==> src/rtl/cpu_pkg.sv <==
// Shared CPU definitions: ARM condition codes and flag bit positions.
// Flags use {C,N,V,Z} order, so bit 3 is C.
package cpu_pkg;

  typedef enum logic [3:0] {
    EQ = 4'b0000, NE = 4'b0001, CS = 4'b0010, CC = 4'b0011,
    MI = 4'b0100, PL = 4'b0101, VS = 4'b0110, VC = 4'b0111,
    HI = 4'b1000, LS = 4'b1001, GE = 4'b1010, LT = 4'b1011,
    GT = 4'b1100, LE = 4'b1101, AL = 4'b1110, NV = 4'b1111
  } cond_e;

  localparam int C_BIT = 3;
  localparam int N_BIT = 2;
  localparam int V_BIT = 1;
  localparam int Z_BIT = 0;

endpackage

==> src/rtl/cond_eval.sv <==
// Combinational ARM condition check of Cond against the registered flags.
// The NV encoding (and any unknown code) evaluates false.
module cond_eval
  import cpu_pkg::*;
(
  input  logic [3:0] Cond,
  input  logic [3:0] Flags,
  output logic       CondEx
);

  logic c_s, n_s, v_s, z_s;

  assign c_s = Flags[C_BIT];
  assign n_s = Flags[N_BIT];
  assign v_s = Flags[V_BIT];
  assign z_s = Flags[Z_BIT];

  // condition table lookup
  always_comb begin
    CondEx = 1'b0;
    case (Cond)
      EQ:      CondEx = z_s;
      NE:      CondEx = ~z_s;
      CS:      CondEx = c_s;
      CC:      CondEx = ~c_s;
      MI:      CondEx = n_s;
      PL:      CondEx = ~n_s;
      VS:      CondEx = v_s;
      VC:      CondEx = ~v_s;
      HI:      CondEx = c_s & ~z_s;
      LS:      CondEx = ~(c_s & ~z_s);
      GE:      CondEx = ~(n_s ^ v_s);
      LT:      CondEx = n_s ^ v_s;
      GT:      CondEx = ~z_s & ~(n_s ^ v_s);
      LE:      CondEx = ~(~z_s & ~(n_s ^ v_s));
      AL:      CondEx = 1'b1;
      default: CondEx = 1'b0;
    endcase
  end

endmodule

==> src/rtl/cond_unit.sv <==
// Conditional-execute stage: holds the flag register and the registered,
// condition-qualified write requests handed to the next stage.
module cond_unit
  import cpu_pkg::*;
#(
  parameter logic [3:0] FLAGS_RST = 4'b0000
) (
  input  logic       clk,
  input  logic       reset,
  input  logic       en,
  input  logic       flush,
  input  logic [3:0] Cond,
  input  logic [3:0] ALUFlags,
  input  logic [1:0] FlagW,
  input  logic       PCS,
  input  logic       RegW,
  input  logic       MemW,
  input  logic       NoWrite,
  output logic       PCSrc,
  output logic       RegWrite,
  output logic       MemWrite,
  output logic [3:0] Flags,
  output logic       CondEx,
  output logic       Undef
);

  logic [3:0] flags_r;
  logic [3:0] flags_nxt_s;
  logic       exe_s;
  logic       pcsrc_r;
  logic       regwrite_r;
  logic       memwrite_r;
  logic       undef_r;

  cond_eval u_cond_eval (
    .Cond   (Cond),
    .Flags  (flags_r),
    .CondEx (CondEx)
  );

  assign exe_s = CondEx & en & ~flush;

  // merge ALU flags into the register, N/Z and C/V enabled independently
  always_comb begin
    flags_nxt_s = flags_r;
    if (exe_s && FlagW[1]) begin
      flags_nxt_s[N_BIT] = ALUFlags[N_BIT];
      flags_nxt_s[Z_BIT] = ALUFlags[Z_BIT];
    end else begin
      flags_nxt_s[N_BIT] = flags_r[N_BIT];
      flags_nxt_s[Z_BIT] = flags_r[Z_BIT];
    end
    if (exe_s && FlagW[0]) begin
      flags_nxt_s[C_BIT] = ALUFlags[C_BIT];
      flags_nxt_s[V_BIT] = ALUFlags[V_BIT];
    end else begin
      flags_nxt_s[C_BIT] = flags_r[C_BIT];
      flags_nxt_s[V_BIT] = flags_r[V_BIT];
    end
  end

  // flag and output registers; reset wins over a stall
  always_ff @(posedge clk) begin
    if (reset) begin
      flags_r    <= FLAGS_RST;
      pcsrc_r    <= 1'b0;
      regwrite_r <= 1'b0;
      memwrite_r <= 1'b0;
      undef_r    <= 1'b0;
    end else if (en) begin
      flags_r    <= flags_nxt_s;
      pcsrc_r    <= PCS & exe_s;
      regwrite_r <= RegW & ~NoWrite & exe_s;
      memwrite_r <= MemW & exe_s;
      undef_r    <= (Cond == NV) & ~flush;
    end else begin
      flags_r    <= flags_r;
      pcsrc_r    <= pcsrc_r;
      regwrite_r <= regwrite_r;
      memwrite_r <= memwrite_r;
      undef_r    <= undef_r;
    end
  end

  assign Flags    = flags_r;
  assign PCSrc    = pcsrc_r;
  assign RegWrite = regwrite_r;
  assign MemWrite = memwrite_r;
  assign Undef    = undef_r;

endmodule

==> config.mk <==
export PLATFORM = sky130hd
export DESIGN_NAME = cond_unit
export DESIGN_NICKNAME = d
export VERILOG_FILES = /design/src/rtl/cpu_pkg.sv /design/src/rtl/cond_eval.sv /design/src/rtl/cond_unit.sv
export SDC_FILE = /design/constraint.sdc
export NUM_CORES = 1
export LEC_CHECK = 0
export CAP_MARGIN = 20
export CELL_PAD_IN_SITES_DETAIL_PLACEMENT = 1
export CELL_PAD_IN_SITES_GLOBAL_PLACEMENT = 2
export CORE_AREA = 2 2 42 82
export CTS_CLUSTER_SIZE = 12
export DETAILED_ROUTE_END_ITERATION = 7
export DIE_AREA = 0 0 44 84
export PLACE_DENSITY = 0.64
export SLEW_MARGIN = 20
export SYNTH_ARGS = -nofsm -noshare
export SYNTH_HDL_FRONTEND = slang
export SYNTH_HIERARCHICAL = 1
export SYNTH_SLANG_ARGS = --single-unit
==> constraint.sdc <==
create_clock -name clk -period 1.9 [get_ports clk]
set_clock_uncertainty 0.15 [all_clocks]
set_input_delay 0.38 -clock clk [delete_from_list [all_inputs] [get_ports clk]]
set_output_delay 0.38 -clock clk [all_outputs]
set_load 0.05 [all_outputs]
* After elaboration in Yosys (flattened, before gate mapping)
Cells that the tools add are included.
Storage, ports and cells: flip-flop bits (word level) 8, output and inout bits 9, word-level logic and storage cells 46
Operators by class: equality and inequality tests 15, muxes and demuxes 1, bitwise logic cells 19, reduce and logical (&&, ||, !) cells 5
Operators with widths (number):
- $eq A4 B4 Y1 const B | 8
- $eq A4 B3 Y1 const B | 4
- $pmux W1 S15 | 1
- $and A1 B1 Y1 | 9
- $not A1 Y1 | 9
- $eq A4 B2 Y1 const B | 2
- $eq A4 B1 Y1 const B | 1
- $logic_not A4 Y1 | 1
- $reduce_and A2 Y1 | 2
- $logic_and A1 B1 Y1 | 2
- $xor A1 B1 Y1 | 1

* Logic depth before layout (Yosys ltp)
Gate-level depths: netlist (run 1).
depth in word-level cells 9, depth in mapped cells 7, gate-level depth less buffers 7

* By module
The synthesis (run 1) kept the hierarchy.
Modules (own cells, without submodules):
- cond_unit | instances 1, cells each 38, area each 384.1 um^2
- cond_eval | instances 1, cells each 23, area each 147.6 um^2

* Worst setup path before layout (run 1)
No wires, ideal clock.
path type register to register, from register flags_r[2], in the netlist Flags[2], to register flags_r[0], in the netlist Flags[0], data arrival time 2891 ps, data required time 1678 ps, path slack -1212 ps, stages on the path, launching flop included 8, buffers on the path 0, period minus slack after synthesis 3112 ps, cells stage by stage dfxtp_1 or3b_1 a21o_1 a21oi_2 o21ai_1 a32oi_1 and4b_1 mux2i_1
Between the ends: cells in the longest elaborated chain, start to end 9, elaborated cells on any way between the ends 10, classes of those cells mux: 1; bitwise: 7; reduce/logical: 2
Ends and longest elaborated chain:
- start, declared | RTL line cond_unit.sv:27 | logic [3:0] flags_r;
- start signal, assigned | RTL line cond_unit.sv:71 | flags_r <= flags_nxt_s;
- start signal, assigned | RTL line cond_unit.sv:77 | flags_r <= flags_r;
- $xor A1 B1 Y1
- $not A1 Y1 | RTL line cond_eval.sv:32, cond_eval.sv:34, cond_eval.sv:35
- $and A1 B1 Y1 | RTL line cond_eval.sv:34, cond_eval.sv:35
- $not A1 Y1 | RTL line cond_eval.sv:35 | LE: CondEx = ~(~z_s & ~(n_s ^ v_s));
- $pmux W1 S15 * | RTL line cond_eval.sv:21 | case (Cond)
- named net CondEx | RTL line cond_unit.sv:23 | output logic CondEx,
- $and A1 B1 Y1 * (2 in a row) | RTL line cond_unit.sv:41 | assign exe_s = CondEx & en & ~flush;
- $logic_and A1 B1 Y1 * | RTL line cond_unit.sv:46 | if (exe_s && FlagW[1]) begin
- $reduce_and A2 Y1 (no line) *
The timed path passes the listed nets; every way through them passes the cells marked *. A chain may end at the register's enable or synchronous reset.

* Worst setup path in the final report (run 1)
from input port Cond[3], to output port CondEx
Between the ends: cells in the longest elaborated chain, start to end 2, elaborated cells on any way between the ends 16, classes of those cells eq/ne: 14; mux: 1; reduce/logical: 1
Ends and longest elaborated chain:
- start, declared | RTL line cond_unit.sv:12 | input logic [3:0] Cond,
- $eq A4 B4 Y1 (tied with other cells) | RTL line cond_eval.sv:21
- $pmux W1 S15 * | RTL line cond_eval.sv:21
- end, declared | RTL line cond_unit.sv:23
Mark *: on every way between the ends. The rest lies on a longest branch, timed or not.

==> results of run 1 <==
-- repair_timing --
| item | in CTS | in global routing |
|---|---|---|
| buffers inserted | 1 | 0 |
| resized for setup | 8 | 1 |
| endpoints found under the setup margin | 8 | 8 |
| pin swaps | 6 | 0 |
-- layout by cell type, fill, tap and decap left out, types with 2 or more instances in the layout --
cell type,count
xor2_1,2
dlygate4sd2_1,2
nor2_1,3
nand2_1,4
dfxtp_4,2
a21oi_1,3
and4b_2,2
mux2i_1,4
or3b_1,2
nand2b_1,11
a21oi_2,2
buf_4,18
clkdlybuf4s50_1,14
clkbuf_8,3
nand4b_1,2
dfxtp_1,6
-- metrics by stage --
| step | total power, mW | hold WS, ns | util, % | setup TNS [ns] |
|---|---|---|---|---|
| 6_report | 0.5527 | 0.3221 | 31.15 | -1.981 |
| 5_1_grt | 0.5899 | 0.3534 | 31.15 | -2.804 |
| 4_1_cts | 0.5663 | 0.3315 | 31.11 | -1.990 |
| 3_5_place_dp | 0.3458 | 0.3216 | 29.35 | -5.839 |
| 3_3_place_gp | 0.3443 | 0.3126 | 29.35 | -5.377 |
| 2_1_floorplan | 0.2552 | 0.3470 | - | -3.155 |
-- worst paths after layout --
kind | to | slack (ns) | cells past startpoint
setup / recovery | CondEx | -0.39 | 7
hold / removal | MemWrite$_SDFFE_PP0P_ | 0.32 | 2
setup reg to reg | Flags[1]$_SDFFE_PP0P_ | -0.29 | 8
hold reg to reg | MemWrite$_SDFFE_PP0P_ | 0.32 | 2
-- cell type report --
class / count / area, µm² / area share, %
Multi-Input combinational cell: 50 / 386.6 / 39.77
Clock buffer: 3 / 41.29 / 4.247
Sequential cell: 8 / 167.7 / 17.25
Inverter: 1 / 3.754 / 0.3861
Tap cell: 31 / 38.79 / 3.990
Timing Repair Buffer: 37 / 334.1 / 34.36
-- critical path, stage by stage --
cell	delay, ns
clkdlybuf4s15_1	0.20
or3b_1	0.37
a21o_1	0.18
a21oi_2	0.15
o21ai_2	0.09
a32oi_4	0.22
buf_12	0.17
-- power breakdown --
part | leakage (nW) | total [mW] | internal (mW) | switching (mW)
Clock | 0.0216 | 0.207 | 0.137 | 0.0690
Combinational | 0.298 | 0.172 | 0.0913 | 0.0808
Sequential | 0.0663 | 0.174 | 0.171 | 0.00321
Total | 0.386 | 0.553 | 0.400 | 0.153
-- sequential cells by signal, summed over array words and instances (netlist names) --
signal / count
Flags: 4
MemWrite: 1
PCSrc: 1
RegWrite: 1
Undef: 1
-- cell families (layout without fill, tap and decap cells) --
logic type             Yosys count  in the layout
AO/OA/AOI/OAI                   15             15
XOR/XNOR                         2              2
buffers and inverters            3             41
flip-flops                       8              8
multiplexers                     4              4
AND/OR/NAND/NOR                 29             29
-- metal layers --
metal | up-vias | routed length [µm] | part of all wire, % | global-route usage [%]
met2 | 27 | 1044 | 56 | 19.65
li1 | 301 | - | - | -
met3 | 6 | 112 | 6.0 | 2.165
met4 | 0 | 54 | 2.9 | 7.438
met1 | 295 | 665 | 35 | 11.20
met5 | - | 0 | 0 | 0
==> summary.md, run 1 <==
| Metric | Value |
|---|---|
| Status | `complete, but fails checks` |
| Violated checks | `setup timing` |
| Syn Nets | `between 70 and 80` |
| Adder-Cell Fraction of Synth Area | `0%` |
| Initial Util | `17.04%` |
| Setup Viol. Count Final | `8` |
| YS warnings | `6` |
| TritonCTS clock tree | `done` |
| Post-Layout Cell Count | `130` |
| Largest net degree at the start of global routing | `14` |
| Max Root-Sink Buffers | `2` |
| Period utilization | `120.4%` |
| Synth Area in Simple Gates | `a little over a third` |
| Share of layout cells above drive strength 1 | `around a third` |
| Via count | `about 630` |
| Worst-path clk slew | `0.04 ns` |
| Remaining Overflow, GRT | `0` |
| Sink Count | `8` |
| Dpl cell area | `915.9 µm²` |
| Area of the mapped netlist | `531.8 µm²` |
| Full die area | `3696 µm²` |
| WL/cell | `roughly 14 µm` |
| WS Path Type | `in2out` |
| Final WL | `1.877 mm` |
| Worst EP arrival | `roughly 1.8 ns` |
| Worst setup startpoint | `Cond[3]` |
| #FFs+latches synth | `8` |
| Pwr/cell area | `about 570 nW/µm²` |
| Antenna cells | `0` |
| Top-count cell post-synth | `nand2b_1` |
| Htree depth | `1` |
| Area Overhead vs Synth | `82.82%` |
| Crit. End Element | `output pin` |
| Pre-CTS worst setup slack | `-0.8030 ns` |
| Peak supply drop | `between 0.3 and 0.4 mV` |
| Nets | `119` |
| Remaining antenna violation count | `0` |
| Placed insts | `126` |
| Compound-cell area share of the yosys netlist | `about 20%` |
| Slew Viols, Final | `0` |
| Drt via density | `about 4.8` |
| Final RePlAce weighted congestion | `~0.73` |
| Synth top area cells | `dfxtp_1, nand2b_1, mux2i_1` |
| CTS root buf | `clkbuf_8` |
| Fillcell total | `about 390` |
| Synthesized instance count | `a little over 60` |
| Die Height | `around 84 µm` |
| Async S/R FF share, synth | `0%` |
| Post-Syn Area per Cell | `a little under 9 µm²` |
| Critical Path Fanout Max | `2` |
| Row cnt | `29` |
| Startpoint types | `primary input` |
| Initial antenna violation count | `0` |
| Vias in the first global route | `around 690` |
| Seq/Total Area, Yosys | `between 30% and 40%` |
| Hold Crit Class | `reg2reg` |
| DP HPWL | `1.570 mm` |
| Port Buffers | `26` |
| Tightest Pin Transition | `around 0.27 ns` |
| MaxCap Viol Count | `0` |
| Hold Startpoint | `MemWrite$_SDFFE_PP0P_` |
| Final min period | `~2.3 ns` |
| TritonCTS buffer count | `3` |
| Die width | `approximately 44 µm` |
| Xor and xnor area share after synthesis | `3.294%` |
| DRC | `0` |
| Multiplexer share of the synthesized area | `around 7.5%` |
| Design area | `between 900 and 1000 µm²` |
| Largest family of logic cells by synthesized area | `simple AND/OR/NAND/NOR gates` |
| Critical Path RT | `roughly 1.4 ns` |
| Post-synth EDFFs | `0` |
| Overall routing resource usage | `between 10% and 20%` |
| TritonRoute pass-1 iters | `4` |
| Fmax | `approximately 440 MHz` |
| Post-synth cell types | `27` |
| Slew margin rel. | `81.89%` |
| P_leak | `between 0.3 and 0.4 nW` |
| Leading post-synthesis cells by instance count | `nand2b_1, dfxtp_1, a21oi_1, mux2i_1, nand2_1` |
| Hold_buf cts | `0` |
| Core Area | `between 3000 and 4000 µm²` |
| Fin. Hold Viols | `0` |
| DRT iter0 DRCs | `1` |
| Top FF cell, synth | `dfxtp_1` |
| Worst skew pair latency | `between 0.2 and 0.25 ns` |
| Unrepaired setup endpoints after global routing | `true` |
| Top Ports | `27` |
| Worst R2R Start | `Flags[1]$_SDFFE_PP0P_` |
| Synth area leader | `dfxtp_1` |
| Global-route wire length before repair | `3.105 mm` |
| Yosys top cell area share | `a little under a third` |
| Setup ws final | `-0.3875 ns` |
Power figures use the tool's default switching activity.
==> run 2, diff against run 1 <==
GPL_TIMING_DRIVEN = 0   (was unset)
==> run 2 against run 1 <==
The run still ends with setup timing left; maximum frequency is 0.88% higher; first-iteration DRC count grew to 5.0 times the previous value; final area down 6.0%; core utilization shrank 1.9 points; combinational power is 15% lower; sequential cell count is the same; sequential power is essentially flat; cell count is 5.4% lower; clock power hardly changed; die area is the same; sequential share of layout area grew 1.1 points; power fell by 4.4%; largest power group unchanged.
==> summary.md, run 2 (same netlist as run 1, synthesis figures left out) <==
| Metric | Value |
|---|---|
| Status | `complete, but fails checks` |
| Violated checks | `setup timing` |
| Drt via density | `~4.8` |
| Antenna cells | `0` |
| Peak supply drop | `0.4354 mV` |
| Global-route wire length before repair | `2.822 mm` |
| Highest metal used | `met4` |
| Row cnt | `29` |
| Critical Path Fanout Max | `3` |
| Slew margin rel. | `66.70%` |
| Max Root-Sink Buffers | `2` |
| Slowest stage delay, CP | `approximately 0.40 ns` |
| Nets | `112` |
| Max FFs per register | `4` |
| Final min period | `around 2.3 ns` |
| Worst skew pair latency | `between 0.2 and 0.25 ns` |
| Die width | `approximately 44 µm` |
| WL met2 | `just over 900 µm` |
| DRC | `0` |
| Startpoint types | `flip-flop` |
| Commonest non-fill, non-tap cell in the layout | `clkdlybuf4s50_1` |
| Final RePlAce weighted congestion | `around 0.68` |
| Vias in the first global route | `662` |
| WS Path Type | `reg2out` |
| CP top delay family | `compound AO/OA/AOI/OAI gates` |
| Tightest Pin Transition | `between 0.4 and 0.5 ns` |
| Setup Viol. Count Final | `8` |
| Area Overhead vs Synth | `71.76%` |
| CTS root buf | `clkbuf_8` |
| Core Area | `~3100 µm²` |
| WL/cell | `13.99 µm` |
| Initial Util | `between 15 and 20%` |
| Post-Layout Cell Count | `roughly 120` |
| MaxCap Viol Count | `0` |
| DP HPWL | `~1.3 mm` |
| DRT iter0 DRCs | `5` |
| Unrepaired setup endpoints after global routing | `true` |
| Period utilization | `119.3%` |
| Port Buffers | `25` |
| Pwr/cell area | `slightly below 600 nW/µm²` |
| Critical Path Slowest Stage Cell | `or3b_4` |
| Pre-CTS worst setup slack | `-1.593 ns` |
| Full die area | `between 3000 and 4000 µm²` |
| WL met1 | `653 µm` |
| TritonCTS buffer count | `3` |
| Fin. Hold Viols | `0` |
| Via count | `slightly below 600` |
| Final WL | `about 1.7 mm` |
| P_leak | `0.3792 nW` |
| Largest net degree at the start of global routing | `11` |
| Share of layout cells above drive strength 1 | `roughly 25%` |
| Routed met3 length | `roughly 100 µm` |
| TritonCTS clock tree | `done` |
| Setup ws final | `-0.3676 ns` |
| Remaining Overflow, GRT | `0` |
| Placed insts | `117` |
| CP Cell Sequence | `or3b_4 > a21o_1 > a21oi_2 > o21ai_2 > a32oi_4 > buf_6` |
| Fmax | `~440 MHz` |
| Hold_buf cts | `0` |
| Die Height | `around 84 µm` |
| Worst EP arrival | `between 1.5 and 2 ns` |
| Commonest cells after routing, fill and taps aside | `clkdlybuf4s50_1, nand2b_1, dlygate4sd2_1, dfxtp_1` |
| Top Ports | `27` |
| Htree depth | `1` |
| Initial antenna violation count | `0` |
| Critical Path RT | `1.37 ns` |
| Worst-path clk slew | `0.04 ns` |
| TritonRoute pass-1 iters | `3` |
| Sink Count | `8` |
| Remaining antenna violation count | `0` |
| Hold Crit Class | `reg2reg` |
| Overall routing resource usage | `10.07%` |
| WP buf/inv | `1` |
| Post-route setup TNS | `-1.637 ns` |
| Slew Viols, Final | `0` |
| Reg-to-reg slack, setup | `-0.27 ns` |
| Crit. End Element | `output pin` |
==> run 2: worst min-delay path, delay by kind of cell (launching register included) <==
family | cells | cell delay [ns]
flip-flops | 1 | 0.30
AND/OR/NAND/NOR | 1 | 0.07
AO/OA/AOI/OAI | 1 | 0.06
==> run 2: worst paths after layout <==
path                            cells after the start                     to             startpoint
worst max register to register                      8  Flags[2]$_SDFFE_PP0P_  Flags[2]$_SDFFE_PP0P_
worst min-delay path                                2     PCSrc$_SDFFE_PP0P_     PCSrc$_SDFFE_PP0P_
worst max-delay path                                6                 CondEx  Flags[2]$_SDFFE_PP0P_
worst min register to register                      2     PCSrc$_SDFFE_PP0P_     PCSrc$_SDFFE_PP0P_
==> run 2: report_power, final <==
part	total (mW)	internal, mW	switching (mW)	leakage [nW]
registers	0.175	0.171	0.00449	0.0663
logic	0.147	0.0729	0.0737	0.291
clock network	0.207	0.137	0.0692	0.0216
total	0.529	0.381	0.147	0.379
==> run 2: layout make-up <==
cell class                 instances  area (µm²)
timing repair buffer              28       262.8
fill                             371        2207
buffer                             2       10.01
inverter                           1       3.754
multi-input combinational         50       389.1
sequential                         8       167.7
tap                               31       38.79
clock buffer                       3       41.29
==> run 2: what timing repair did <==
item | in CTS | in global routing
endpoints found under the setup margin | 15 | 9
gates resized for setup | 24 | 3
buffers inserted | 3 | 0
pin swaps | 3 | 0
==> run 2: per-stage QoR <==
| stage | total power, mW | utilization, % | area, µm² | hold WS [ns] |
|---|---|---|---|---|
| 2_1_floorplan | 0.2552 | - | 561.8 | 0.3470 |
| 3_3_place_gp | 0.3194 | 27.27 | 850.8 | 0.3118 |
| 3_5_place_dp | 0.3216 | 27.27 | 850.8 | 0.3276 |
| 4_1_cts | 0.5349 | 28.99 | 904.6 | 0.3376 |
| 5_1_grt | 0.5549 | 29.27 | 913.4 | 0.3608 |
| 6_report | 0.5286 | 29.27 | 913.4 | 0.3311 |
==> run 2: metal layers <==
| metal | track usage, % | vias to the layer above |
|---|---|---|
| li1 | - | 285 |
| met1 | 9.855 | 280 |
| met2 | 18.85 | 26 |
| met3 | 1.515 | 5 |
| met4 | 4.959 | 0 |
| met5 | 0 | - |
